--- config.mk ---
export PLATFORM = sky130hd
export DESIGN_NAME = demux_frame_ctrl
export DESIGN_NICKNAME = d
export VERILOG_FILES = /design/src/rtl/demux_pkg.sv /design/src/rtl/demux_frame_ctrl_bit_counter.sv /design/src/rtl/demux_frame_ctrl.sv
export SDC_FILE = /design/constraint.sdc
export NUM_CORES = 1
export LEC_CHECK = 0
export BUFFER_PORTS_ARGS = -buffer_cell sky130_fd_sc_hd__buf_2
export CAP_MARGIN = 25
export CORE_UTILIZATION = 36
export CTS_BUF_LIST = sky130_fd_sc_hd__clkbuf_4
export CTS_CLUSTER_DIAMETER = 80
export DETAILED_ROUTE_END_ITERATION = 7
export PLACE_DENSITY_LB_ADDON = 0.08
export SYNTH_ARGS = -nofsm -noshare
export SYNTH_HDL_FRONTEND = slang
export SYNTH_SLANG_ARGS = --single-unit
--- constraint.sdc ---
create_clock -name clk -period 1.8 [get_ports clk]
set_input_delay 0.27 -clock clk [delete_from_list [all_inputs] [get_ports clk]]
set_output_delay 0.27 -clock clk [all_outputs]
set_load 0.01 [all_outputs]
--- src/rtl/demux_pkg.sv ---
// -----------------------------------------------------------------------------
// demux_pkg
//   Shared types and constants for the serial frame controller that feeds the
//   1x4 demultiplexer.
//     frame_state_t : parser state (IDLE, ADDR, LEN, DATA)
//     START_BIT     : line value that opens a frame
//     ADDR_W        : width of the channel address field
//     NUM_CH        : number of demux channels (one enable bit each)
// -----------------------------------------------------------------------------
package demux_pkg;

    typedef enum logic [1:0] {
        IDLE = 2'd0,
        ADDR = 2'd1,
        LEN  = 2'd2,
        DATA = 2'd3
    } frame_state_t;

    localparam logic START_BIT = 1'b1;
    localparam int   ADDR_W    = 2;
    localparam int   NUM_CH    = 4;

endpackage : demux_pkg

--- src/rtl/demux_frame_ctrl_bit_counter.sv ---
// -----------------------------------------------------------------------------
// frame_bit_counter
//   Loadable down-counter shared by every parse phase of the frame controller.
//   Load has priority over decrement; the count saturates at zero instead of
//   wrapping, so a stray decrement can never turn a finished phase into a
//   2^LEN_W-bit one.
//   Ports:
//     clk      : clock
//     rst_n    : asynchronous active-low reset (count -> 0)
//     load     : load load_val this cycle
//     load_val : value to load
//     dec      : decrement by one (ignored while load is high or count is 0)
//     zero     : count is 0
// -----------------------------------------------------------------------------
module frame_bit_counter #(
    parameter int LEN_W = 4
) (
    input  logic             clk,
    input  logic             rst_n,
    input  logic             load,
    input  logic [LEN_W-1:0] load_val,
    input  logic             dec,
    output logic             zero
);

    logic [LEN_W-1:0] cnt;

    always_ff @(posedge clk or negedge rst_n) begin
        if (!rst_n) begin
            cnt <= '0;
        end else if (load) begin
            cnt <= load_val;
        end else if (dec && (cnt != '0)) begin
            cnt <= cnt - LEN_W'(1);
        end
    end

    assign zero = (cnt == '0);

endmodule : frame_bit_counter

--- src/rtl/demux_frame_ctrl.sv ---
// -----------------------------------------------------------------------------
// demux_frame_ctrl
//   Parses a framed serial bitstream (MSB first: start bit, 2-bit address,
//   LEN_W-bit length N, N payload bits) and drives the 1x4 demux: channel
//   select on S, payload bits on A qualified by out_valid. Frames addressed to
//   a disabled channel are consumed silently and reported with frame_drop.
//   All outputs are registered.
//   Ports:
//     clk        : clock, rising edge active
//     rst_n      : asynchronous active-low reset
//     rx_bit     : serial input bit
//     rx_valid   : rx_bit is accepted on this edge; 0 stalls the parser
//     ch_en      : per-channel enable, sampled with the last address bit
//     A          : payload bit to the demux
//     S          : channel select to the demux
//     out_valid  : A carries a payload bit this cycle
//     busy       : parser is inside a frame
//     frame_done : one-cycle pulse at the end of a delivered frame
//     frame_drop : one-cycle pulse at the end of a dropped frame
// -----------------------------------------------------------------------------
module demux_frame_ctrl
    import demux_pkg::*;
#(
    parameter int LEN_W = 4
) (
    input  logic              clk,
    input  logic              rst_n,
    input  logic              rx_bit,
    input  logic              rx_valid,
    input  logic [NUM_CH-1:0] ch_en,
    output logic              A,
    output logic [ADDR_W-1:0] S,
    output logic              out_valid,
    output logic              busy,
    output logic              frame_done,
    output logic              frame_drop
);

    frame_state_t state, state_nxt;

    // Only the leading bits of each field are stored; the final bit is taken
    // straight from rx_bit on the edge that completes the field.
    logic [ADDR_W-2:0] addr_sr;
    logic [LEN_W-2:0]  len_sr;
    logic              keep;

    logic [ADDR_W-1:0] addr_cur;
    logic [LEN_W-1:0]  len_cur;

    logic              cnt_load;
    logic [LEN_W-1:0]  cnt_load_val;
    logic              cnt_dec;
    logic              cnt_zero;

    logic              payload_acc;
    logic              frame_end;
    logic              addr_last;

    assign addr_cur  = {addr_sr, rx_bit};
    assign len_cur   = {len_sr, rx_bit};
    assign addr_last = rx_valid && (state == ADDR) && cnt_zero;

    frame_bit_counter #(
        .LEN_W (LEN_W)
    ) u_bit_counter (
        .clk      (clk),
        .rst_n    (rst_n),
        .load     (cnt_load),
        .load_val (cnt_load_val),
        .dec      (cnt_dec),
        .zero     (cnt_zero)
    );

    // ---- parse stage: state register -------------------------------------
    always_ff @(posedge clk or negedge rst_n) begin
        if (!rst_n) begin
            state <= IDLE;
        end else begin
            state <= state_nxt;
        end
    end

    // The counter holds "bits remaining after this one" in every phase, so
    // cnt_zero marks the last bit of the current field.
    always_comb begin
        state_nxt    = state;
        cnt_load     = 1'b0;
        cnt_load_val = '0;
        cnt_dec      = 1'b0;
        payload_acc  = 1'b0;
        frame_end    = 1'b0;
        if (rx_valid) begin
            unique case (state)
                IDLE: begin
                    if (rx_bit == START_BIT) begin
                        state_nxt    = ADDR;
                        cnt_load     = 1'b1;
                        cnt_load_val = LEN_W'(ADDR_W - 1);
                    end
                end
                ADDR: begin
                    if (cnt_zero) begin
                        state_nxt    = LEN;
                        cnt_load     = 1'b1;
                        cnt_load_val = LEN_W'(LEN_W - 1);
                    end else begin
                        cnt_dec = 1'b1;
                    end
                end
                LEN: begin
                    if (cnt_zero) begin
                        if (len_cur == '0) begin
                            state_nxt = IDLE;
                            frame_end = 1'b1;
                        end else begin
                            state_nxt    = DATA;
                            cnt_load     = 1'b1;
                            cnt_load_val = len_cur - LEN_W'(1);
                        end
                    end else begin
                        cnt_dec = 1'b1;
                    end
                end
                DATA: begin
                    payload_acc = 1'b1;
                    if (cnt_zero) begin
                        state_nxt = IDLE;
                        frame_end = 1'b1;
                    end else begin
                        cnt_dec = 1'b1;
                    end
                end
                default: state_nxt = IDLE;
            endcase
        end
    end

    // ---- field registers --------------------------------------------------
    always_ff @(posedge clk or negedge rst_n) begin
        if (!rst_n) begin
            addr_sr <= '0;
            len_sr  <= '0;
            keep    <= 1'b0;
        end else if (rx_valid) begin
            if (state == ADDR) begin
                addr_sr <= addr_cur[ADDR_W-2:0];
            end
            if (addr_last) begin
                keep <= ch_en[addr_cur];
            end
            if (state == LEN) begin
                len_sr <= len_cur[LEN_W-2:0];
            end
        end
    end

    // ---- output stage -----------------------------------------------------
    // S only moves for frames that will be delivered, so a dropped frame
    // leaves the demux pointed at the last live channel.
    always_ff @(posedge clk or negedge rst_n) begin
        if (!rst_n) begin
            A          <= 1'b0;
            S          <= '0;
            out_valid  <= 1'b0;
            busy       <= 1'b0;
            frame_done <= 1'b0;
            frame_drop <= 1'b0;
        end else begin
            if (addr_last && ch_en[addr_cur]) begin
                S <= addr_cur;
            end
            if (payload_acc && keep) begin
                A <= rx_bit;
            end
            out_valid  <= payload_acc && keep;
            busy       <= (state_nxt != IDLE);
            frame_done <= frame_end && keep;
            frame_drop <= frame_end && !keep;
        end
    end

endmodule : demux_frame_ctrl

==> results.json, run 1 <==
{
  "slew_headroom": 0.7268,
  "ant_nets": 0,
  "die_h_um": 54.20,
  "final_max_slew_viol_count": 0,
  "grt.total_usage": 0.1533,
  "fill_cells": 239,
  "first_global_vias": 676,
  "insertion_delay_ns": 0.29,
  "fin_nets": 133,
  "firstDrtPassIters": 4,
  "ios": 15,
  "holdWs_ns": 0.3423,
  "ys_top_cells_by_area": "dfrtp_1 (46%), ha_1 (5.1%), mux2i_1 (4.1%)",
  "dpl.hpwl_um": 1416,
  "hold_viol": 0,
  "outcome": "completed",
  "synth_cells": 91,
  "ys_seq_area_frac": 0.4592,
  "hold_class": "primary input to flop",
  "finalCritPeriodShare": 0.9833,
  "syn_nets": 103,
  "grt_pass1_wl_um": 3049,
  "maxCapViolations": 0,
  "critPathCaptureType": "flop",
  "via_per_inst": 4.893,
  "cts_root_buffer": "clkbuf_4",
  "antenna_found_initial": 0,
  "dr_total_vias": 729,
  "die_area_sq_um": 2938,
  "worstSetupStartpointType": "flop",
  "power.net_switching_mw": 0.7118,
  "num_rows": 18,
  "fin_skew_ns": 0.0007353,
  "grt_max_degree": 19,
  "clockBufferDepth": 2,
  "cp.arrival_ns": 1.95,
  "num_antenna_cells": 0,
  "seqPwrFrac": 0.391,
  "core_sq_um": 2522,
  "required_ns": 1.98,
  "rsz0062_at_grt": "yes",
  "irDropWorstVdd_v": 0.0006733,
  "syn2layout_area_growth_pct": 26.15,
  "port_buffers": 14,
  "routedWlPerCell_um": 13.23,
  "leakagePower_nw": 0.5783,
  "netlist_area_sq_um": 980.9,
  "drc": 0,
  "clkPwrFrac": 0.106,
  "syn_area_per_cell_sq_um": 10.78,
  "finalCoreUtilization": 0.4906,
  "worstSetupPathType": "flop to flop",
  "routed_wl_um": 1971,
  "overflow": 0,
  "cts_tree": "yes",
  "yosys_warnings": 0,
  "globalplace.congestion": 0.7509,
  "place_inst": 139,
  "critPathMaxFanout": 4,
  "p_comb_frac": 0.503,
  "max_freq_ghz": 0.5650,
  "final_cell_area_sq_um": 1237,
  "synth.largest_area_cell": "dfrtp_1",
  "cts_max_level": 1,
  "clkTransAtPathRegs_ns": 0.09,
  "cts_buffers": 3,
  "ys_types": 30,
  "placed_cell_area_sq_um": 1125,
  "start_util": 0.3889,
  "cts.sink_count": 18,
  "powerDensity_nw_per_um2": 1478,
  "netlist.area_leader.share": 0.4592,
  "instances_no_fill": 149,
  "setup_viol": 0,
  "p_int_mw": 1.117,
  "fp.dieW_um": 54.20,
  "drt_iter0_markers": 11,
  "layout_min_cycle_time_ns": 1.770,
  "drive_gt1_frac": 0.3613,
  "ys_seq_elements": 18,
  "sw_frac_of_total": 0.3893,
  "worst_pin_slew_ns": 0.4098,
  "power.total_mw": 1.829
}
-- state kept, by name, summed over array words and instances (netlist names) --
signal and cells:
addr_sr 1, frame_done 1, len_sr 3, keep 1
A 1, busy 1, S 2, u_bit_counter.cnt 4
state 2, frame_drop 1, out_valid 1
-- kinds of logic after synthesis --
family / synth area share
compound gates: 0.1008
fa+ha+maj: 0.05102
buf+inv: 0.02805
mux: 0.1288
simple gates: 0.2054
xor+xnor: 0.02679
flops: 0.4592
-- power by group through the flow --
stage	registers (mW)	logic, mW	clock network (mW)
2_1_floorplan	0.677	0.581	0
3_3_place_gp	0.708	0.789	0
3_5_place_dp	0.709	0.789	0
4_1_cts	0.700	0.837	0.204
5_1_grt	0.737	1.04	0.221
6_report	0.715	0.920	0.195
-- through the flow --
stage	setup slack, ns	TNS (ns)
2_1_floorplan	0.09403	0
3_3_place_gp	0.01573	0
3_5_place_dp	0.009229	0
4_1_cts	0.004544	0
5_1_grt	-0.05884	-0.1605
6_report	0.03009	0
-- final cells by class --
class / instances / area [sq um] / area share
Tap cell: 30 / 37.54 / 0.03033
Inverter: 5 / 18.77 / 0.01517
Clock buffer: 3 / 22.52 / 0.01820
Sequential cell: 18 / 450.4 / 0.3640
Multi-Input combinational cell: 66 / 538.0 / 0.4348
Timing Repair Buffer: 27 / 170.2 / 0.1375
-- per-layer routing --
metal	global-route usage	vias up	part of all wire	wire (um)
met3	0.05367	5	0.035	69
met2	0.2256	10	0.46	907
li1	-	379	-	-
met4	0.06410	0	0.015	30
met5	0	-	0	0
met1	0.2021	335	0.49	964
-- worst max-delay path: stages (launching register included) --
cell and delay (ns):
dfrtp_1 0.40, inv_2 0.08, ha_4 0.12, or3b_4 0.42
nor3_4 0.21, nand2_2 0.11, mux2_4 0.31
-- timing repair --
item                                    CTS  global route
pin swaps                                 2             3
gates resized for setup                   1             6
cloned                                    0             0
setup buffers                             4             2
endpoints found under the setup margin    3             6
hold endpoints to repair                 18             0
hold buffers                              1             0
-- cell usage after synthesis (all sizes together) --
master	count
o31ai	2
or4b	1
o21ai	8
nor3	2
ha	4
nand2	11
mux4	1
nor3b	6
inv	5
dfrtp	18
nor2	7
xor2	1
o211ai	3
mux2	5
buf	1
o311a	1
or3	1
a21oi	2
or3b	1
mux2i	4
nand3	2
xnor2	2
nor2b	2
clkbuf	1
-- cells in the final DEF (no fill, tap or decap), types with 2 or more instances in the layout --
| master | instances |
|---|---|
| nand2_1 | 10 |
| inv_2 | 2 |
| nor2b_1 | 2 |
| mux2_1 | 2 |
| buf_4 | 12 |
| xnor2_1 | 2 |
| o21ai_1 | 4 |
| nand3_1 | 2 |
| o211ai_1 | 3 |
| mux2i_1 | 4 |
| o21ai_0 | 4 |
| buf_2 | 14 |
| inv_1 | 3 |
| clkbuf_4 | 3 |
| mux2_4 | 2 |
| o31ai_1 | 2 |
| nor2_1 | 7 |
| a21oi_1 | 2 |
| ha_1 | 3 |
| dfrtp_1 | 18 |
| nor3b_1 | 3 |
| nor3b_4 | 2 |
-- final timing paths --
path,start,endpoint,slack (ns),cells past startpoint
worst max-delay path,u_bit_counter.cnt[0]$_DFFE_PN0P_,S[0]$_DFFE_PN0P_,0.03,6
worst min-delay path,rx_bit,A$_DFFE_PN0P_,0.34,3
worst max register to register,u_bit_counter.cnt[0]$_DFFE_PN0P_,S[0]$_DFFE_PN0P_,0.03,6
worst min register to register,keep$_DFFE_PN0P_,frame_drop$_DFF_PN0_,0.47,1
max in group asynchronous,rst_n,out_valid$_DFF_PN0_,1.08,2
min in group asynchronous,rst_n,state[1]$_DFF_PN0_,0.43,2
Power figures use the tool's default switching activity.
==> inputs of run 2 (changes only) <==
--- a/config.mk
+++ b/config.mk
@@ -5,9 +5,10 @@
 export SDC_FILE = /design/constraint.sdc
 export NUM_CORES = 1
 export LEC_CHECK = 0
+export ABC_AREA = 1
 export BUFFER_PORTS_ARGS = -buffer_cell sky130_fd_sc_hd__buf_2
 export CAP_MARGIN = 25
-export CORE_UTILIZATION = 36
+export CORE_UTILIZATION = 30
 export CTS_BUF_LIST = sky130_fd_sc_hd__clkbuf_4
 export CTS_CLUSTER_DIAMETER = 80
 export DETAILED_ROUTE_END_ITERATION = 7
==> run 2 against run 1 <==
Clock-buffer cell count unchanged. Combinational power decreased by 2.9%. Utilization decreased by 11 points. Global-route usage decreased by 2.1 points. Critical path depth increased by 3. Critical path type unchanged. Highest routed layer unchanged.
==> results.json, run 2 <==
{
  "mostFrequentLayoutCells": "nand2_1 (26), dfrtp_1 (18), nor2_1 (14), buf_2 (14), nand3_1 (12)",
  "ys_top_cells_by_area": "dfrtp_1 (44%), nand2_1 (9.6%), nand3_1 (5.9%)",
  "final_max_slew_viol_count": 0,
  "maxCapViolations": 0,
  "ys.flop_type": "dfrtp_1",
  "firstDrtPassIters": 6,
  "ios": 15,
  "worstHoldStart": "rx_valid",
  "grt_pass1_wl_um": 3581,
  "instances_no_fill": 191,
  "hold_class": "primary input to flop",
  "crit_slowest_cell": "dfrtp_1",
  "required_ns": 1.99,
  "ys_seq_area_frac": 0.4417,
  "antenna_found_initial": 0,
  "yosysMostFrequentCell": "nand2_1",
  "worstSetupPathType": "flop to flop",
  "leakagePower_nw": 0.5861,
  "grt_max_degree": 19,
  "clockBufferDepth": 2,
  "ys_types": 21,
  "dpl.hpwl_um": 1564,
  "setup_viol": 0,
  "start_util": 0.3260,
  "first_global_vias": 804,
  "cts_max_level": 1,
  "drc": 0,
  "cp_slowest_stage_delay_ns": 0.37,
  "port_buffers": 14,
  "final_common_cell": "nand2_1",
  "synth_commonest_cells": "nand2_1 (26), dfrtp_1 (18), nor2_1 (14)",
  "dr_total_vias": 870,
  "drive_gt1_frac": 0.2449,
  "core_sq_um": 3128,
  "powerDensity_nw_per_um2": 1540,
  "worst_pin_slew_ns": 0.4113,
  "routed_wl_um": 2051,
  "syn_nets": 140,
  "place_inst": 186,
  "cp.arrival_ns": 1.73,
  "ant_nets": 0,
  "yosys_warnings": 0,
  "hold_viol": 0,
  "cts_hold_buf": 1,
  "wl_met1_um": 1023,
  "irDropWorstVdd_v": 0.0006060,
  "cts_buffers": 3,
  "wl_met2_um": 948,
  "ys_seq_elements": 18,
  "outcome": "completed",
  "drt_iter0_markers": 15,
  "place_ws_ns": 0.2298,
  "die_h_um": 60.30,
  "synth-edff-count": 0,
  "path_buf_inv": 2,
  "syn2layout_area_growth_pct": 15.83,
  "fin_skew_ns": 0.01124,
  "clkTransAtPathRegs_ns": 0.11,
  "rsz0062_at_grt": "no",
  "netlist.area_leader.share": 0.4417,
  "insertion_delay_ns": 0.30,
  "tns_ns": 0,
  "highest_layer": "met4",
  "holdWs_ns": 0.3353,
  "layout_min_cycle_time_ns": 1.544,
  "top_regs": "u_bit_counter.cnt: 4 flops, len_sr: 3 flops",
  "max_freq_ghz": 0.6478,
  "path_delay_family": "simple AND/OR/NAND/NOR gates",
  "critPathCaptureType": "flop",
  "num_rows": 20,
  "routedWlPerCell_um": 10.74,
  "syn_area_per_cell_sq_um": 7.967,
  "synth_cells": 128,
  "overflow": 0,
  "cts_root_buffer": "clkbuf_4",
  "fin_nets": 160,
  "largest_register_ffs": 4,
  "fp.dieW_um": 60.30,
  "critPathMaxFanout": 7,
  "grt.total_usage": 0.1324,
  "synth.largest_area_cell": "dfrtp_1",
  "finalCritPeriodShare": 0.8576,
  "setup_ws_ns": 0.2564,
  "netlist_area_sq_um": 1020,
  "wl_met3_um": 61,
  "cts.sink_count": 18,
  "die_area_sq_um": 3636,
  "path_cells": "inv_1, ha_1, nand2_2, inv_2, nand3_1, nand2_2, nand2_2, nand3_1, nand2_1",
  "worstSetupStartpointType": "flop",
  "startpoint": "u_bit_counter.cnt[0]$_DFFE_PN0P_",
  "num_antenna_cells": 0,
  "via_per_inst": 4.555,
  "post_cts_resize_count": 0,
  "globalplace.congestion": 0.8671,
  "regMostFlops": "u_bit_counter.cnt",
  "cts_tree": "yes",
  "slew_headroom": 0.7258,
  "async_flop_share": 1.000,
  "cp_common_cell": "nand2_2",
  "r2r-start": "u_bit_counter.cnt[0]$_DFFE_PN0P_",
  "cts_setup_buffers": 0
}
run 2: metrics by stage:
stage          power, mW    util  cell area [sq um]
3_3_place_gp       1.631  0.3660               1145
2_1_floorplan      1.399       -               1020
4_1_cts            1.841  0.3776               1181
3_5_place_dp       1.625  0.3660               1145
5_1_grt            2.010  0.3776               1181
6_report           1.819  0.3776               1181
run 2: area by class of cell:
class / count / area, sq um
well taps: 44 / 55.05
clock inverters: 1 / 3.754
inverters: 16 / 60.06
fillers: 329 / 1947
multi-input cells: 94 / 509.2
flip-flops and latches: 18 / 450.4
repair buffers: 15 / 80.08
clock buffers: 3 / 22.52
run 2: kinds of logic (layout without fill, tap and decap cells):
| group | after synthesis | in the layout | synth area share |
|---|---|---|---|
| DFF | 18 | 18 | 0.4417 |
| and+or+nand+nor | 69 | 69 | 0.3325 |
| AOI/OAI and AO/OA | 18 | 18 | 0.09202 |
| buffers and inverters | 16 | 35 | 0.05890 |
| adders and majority gates | 4 | 4 | 0.04908 |
| xor gates and xnor gates | 3 | 3 | 0.02577 |
run 2: tightest hold or removal path, stage by stage:
cell and delay [ns]:
buf_2 0.15, nand3_1 0.10, nand2_1 0.05, nand2_1 0.04
run 2: per-layer routing:
metal / track usage / vias to the layer above
li1: - / 452
met1: 0.1787 / 403
met2: 0.2088 / 13
met3: 0.03896 / 2
met4: 0.02990 / 0
met5: 0 / -
run 2: power by group:
group          switching (mW)  internal (mW)  leakage, nW  total [mW]
combinational           0.559          0.334        0.347       0.893
sequential              0.144          0.573        0.224       0.717
clock                   0.128         0.0808       0.0154       0.209
total                   0.831          0.988        0.586        1.82
run 2: path summary, 6_finish.rpt:
| kind | cells after the start | to | slack, ns |
|---|---|---|---|
| worst min register to register | 1 | frame_drop$_DFF_PN0_ | 0.43 |
| min in group asynchronous | 2 | frame_drop$_DFF_PN0_ | 0.42 |
| max in group asynchronous | 2 | u_bit_counter.cnt[3]$_DFFE_PN0P_ | 1.08 |
| worst min-delay path | 4 | u_bit_counter.cnt[2]$_DFFE_PN0P_ | 0.34 |
| worst max register to register | 9 | u_bit_counter.cnt[3]$_DFFE_PN0P_ | 0.26 |
| worst max-delay path | 9 | u_bit_counter.cnt[3]$_DFFE_PN0P_ | 0.26 |
==> inputs of run 3 (changes only) <==
--- a/config.mk
+++ b/config.mk
@@ -7,7 +7,7 @@
 export LEC_CHECK = 0
 export ABC_AREA = 1
 export BUFFER_PORTS_ARGS = -buffer_cell sky130_fd_sc_hd__buf_2
-export CAP_MARGIN = 25
+export CAP_MARGIN = 10
 export CORE_UTILIZATION = 30
 export CTS_BUF_LIST = sky130_fd_sc_hd__clkbuf_4
 export CTS_CLUSTER_DIAMETER = 80
==> constraint.sdc (replaced) <==
create_clock -name clk -period 1.8 [get_ports clk]
set_input_delay 0.36 -clock clk [delete_from_list [all_inputs] [get_ports clk]]
set_output_delay 0.36 -clock clk [all_outputs]
set_load 0.01 [all_outputs]
==> run 3 against run 2 <==
Final area increased by 0.64%. Critical path depth decreased by 2. Maximum frequency increased by 3.6%. Clock power decreased by 2%. Worst hold slack improved by 0.095 ns. Sequential power about the same. Cell count increased by 0.52%. Combinational power increased by 1%. Non-clock buffer count increased by 1. Global-route usage increased by 0.35 points. Utilization increased by 0.24 points. First-iteration DRC count increased by 27%. Largest cell class unchanged.
==> results.json, run 3 (same netlist as run 2, synthesis figures left out) <==
{
  "outcome": "completed",
  "cts.sink_count": 18,
  "layout_min_cycle_time_ns": 1.490,
  "worst_pin_slew_ns": 0.4133,
  "num_rows": 20,
  "critPathCaptureType": "flop",
  "port_buffers": 14,
  "critPathMaxFanout": 6,
  "worstHoldStart": "keep$_DFFE_PN0P_",
  "cts_max_level": 1,
  "placed_cell_area_sq_um": 1152,
  "power.total_mw": 1.825,
  "clkTransAtPathRegs_ns": 0.10,
  "final_max_slew_viol_count": 0,
  "required_ns": 1.97,
  "hold_viol": 0,
  "maxCapViolations": 0,
  "die_area_sq_um": 3636,
  "tns_ns": 0,
  "cp_slowest_stage_delay_ns": 0.42,
  "fin_nets": 161,
  "path_delay_family": "flip-flops",
  "dpl.hpwl_um": 1638,
  "mostFrequentLayoutCells": "nand2_1 (26), dfrtp_1 (18), nor2_1 (14), buf_2 (14), nand3_1 (12)",
  "routedWlPerCell_um": 10.81,
  "overflow": 0,
  "grt_max_degree": 19,
  "worstSetupPathType": "flop to flop",
  "num_antenna_cells": 0,
  "first_global_vias": 825,
  "routed_wl_um": 2076,
  "irDropWorstVdd_v": 0.0005810,
  "path_buf_inv": 1,
  "setup_ws_ns": 0.3099,
  "core_sq_um": 3128,
  "grt_pass1_wl_um": 3622,
  "hold_class": "flop to flop",
  "drive_gt1_frac": 0.2500,
  "final_cell_area_sq_um": 1189,
  "reg2reg_slack_ns": 0.31,
  "cts_tree": "yes",
  "top_regs": "u_bit_counter.cnt: 4 flops, len_sr: 3 flops",
  "finalCritPeriodShare": 0.8278,
  "firstDrtPassIters": 4,
  "place_ws_ns": 0.2018,
  "largest_register_ffs": 4,
  "start_util": 0.3260,
  "globalplace.congestion": 0.8742,
  "crit_slowest_cell": "dfrtp_1",
  "worstHoldEndpoint": "frame_drop$_DFF_PN0_",
  "post_cts_resize_count": 0,
  "regMostFlops": "u_bit_counter.cnt",
  "whs_path_depth": 1,
  "cts_root_buffer": "clkbuf_4",
  "leakagePower_nw": 0.5909,
  "insertion_delay_ns": 0.29,
  "ant_nets": 0,
  "powerDensity_nw_per_um2": 1535,
  "ios": 15,
  "clockBufferDepth": 2,
  "max_freq_ghz": 0.6711,
  "dr_total_vias": 870,
  "path_cells": "inv_1, ha_1, nand2_2, nor2_2, nand3_1, o21ai_1, o211ai_1",
  "grt.total_usage": 0.1359,
  "drt_iter0_markers": 19,
  "die_h_um": 60.30,
  "drc": 0,
  "rr_worst_depth": 7,
  "via_per_inst": 4.531,
  "r2r-end": "busy$_DFF_PN0_",
  "r2r-start": "u_bit_counter.cnt[1]$_DFFE_PN0P_",
  "rsz0062_at_grt": "no",
  "cp.arrival_ns": 1.66,
  "setup_viol": 0,
  "fp.dieW_um": 60.30,
  "cts_buffers": 3,
  "syn2layout_area_growth_pct": 16.56,
  "fin_skew_ns": 0.002752,
  "antenna_found_initial": 0,
  "slew_headroom": 0.7245,
  "final_common_cell": "nand2_1",
  "worstSetupStartpointType": "flop"
}
==> run 3: changes by cell type in the layout (fill, tap and decap cells not counted) <==
cell | before | now
buf_4 | 0 | 1
==> run 3: how the worst max path moves through the flow <==
stage | startpoint | endpoint | slack, ns | cells after the start
after floorplan | u_bit_counter.cnt[0]$_DFFE_PN0P_ | busy$_DFF_PN0_ | 0.45 | 7
after global placement | rx_bit | state[0]$_DFF_PN0_ | 0.27 | 8
after detailed placement | rx_bit | state[0]$_DFF_PN0_ | 0.20 | 8
after CTS | u_bit_counter.cnt[1]$_DFFE_PN0P_ | busy$_DFF_PN0_ | 0.29 | 7
after global routing | u_bit_counter.cnt[1]$_DFFE_PN0P_ | busy$_DFF_PN0_ | 0.15 | 7
final | u_bit_counter.cnt[1]$_DFFE_PN0P_ | busy$_DFF_PN0_ | 0.31 | 7
==> run 3: worst register-to-register path, cell delays in order (launching register included) <==
cell,delay [ns]
dfrtp_1,0.42
inv_1,0.09
ha_1,0.22
nand2_2,0.15
nor2_2,0.14
nand3_1,0.12
o21ai_1,0.13
o211ai_1,0.10
==> run 3: cell type report <==
| cell class | instances | area [sq um] |
|---|---|---|
| Sequential cell | 18 | 450.4 |
| Clock inverter | 1 | 3.754 |
| Clock buffer | 3 | 22.52 |
| Fill cell | 344 | 1939 |
| Inverter | 16 | 60.06 |
| Timing Repair Buffer | 16 | 87.58 |
| Multi-Input combinational cell | 94 | 509.2 |
| Tap cell | 44 | 55.05 |
==> run 3: timing repair <==
| action | 4_1_cts | 5_1_grt |
|---|---|---|
| endpoints found under the hold margin | 18 | 0 |
| hold buffers | 1 | 0 |
| buffers inserted | 0 | 0 |
==> run 3: metal layers <==
metal  global-route usage  vias to the layer above  wire, um
met5                    0                        -         0
met4              0.03987                        0        18
met3              0.04545                        2        59
met2               0.2104                        9       953
met1               0.1795                      407      1045
li1                     -                      452         -
==> run 3: per-stage QoR <==
step	util	std cells	hold WS (ns)
4_1_cts	0.3800	192	0.4268
6_report	0.3800	192	0.4307
2_1_floorplan	-	128	0.06441
5_1_grt	0.3800	192	0.4590
3_5_place_dp	0.3684	187	0.3195
3_3_place_gp	0.3684	187	0.3143
==> run 3: power by group <==
group	internal, mW	switching, mW	leakage [nW]	total [mW]
clock	0.0806	0.123	0.0154	0.204
sequential	0.573	0.144	0.224	0.717
combinational	0.347	0.557	0.352	0.904
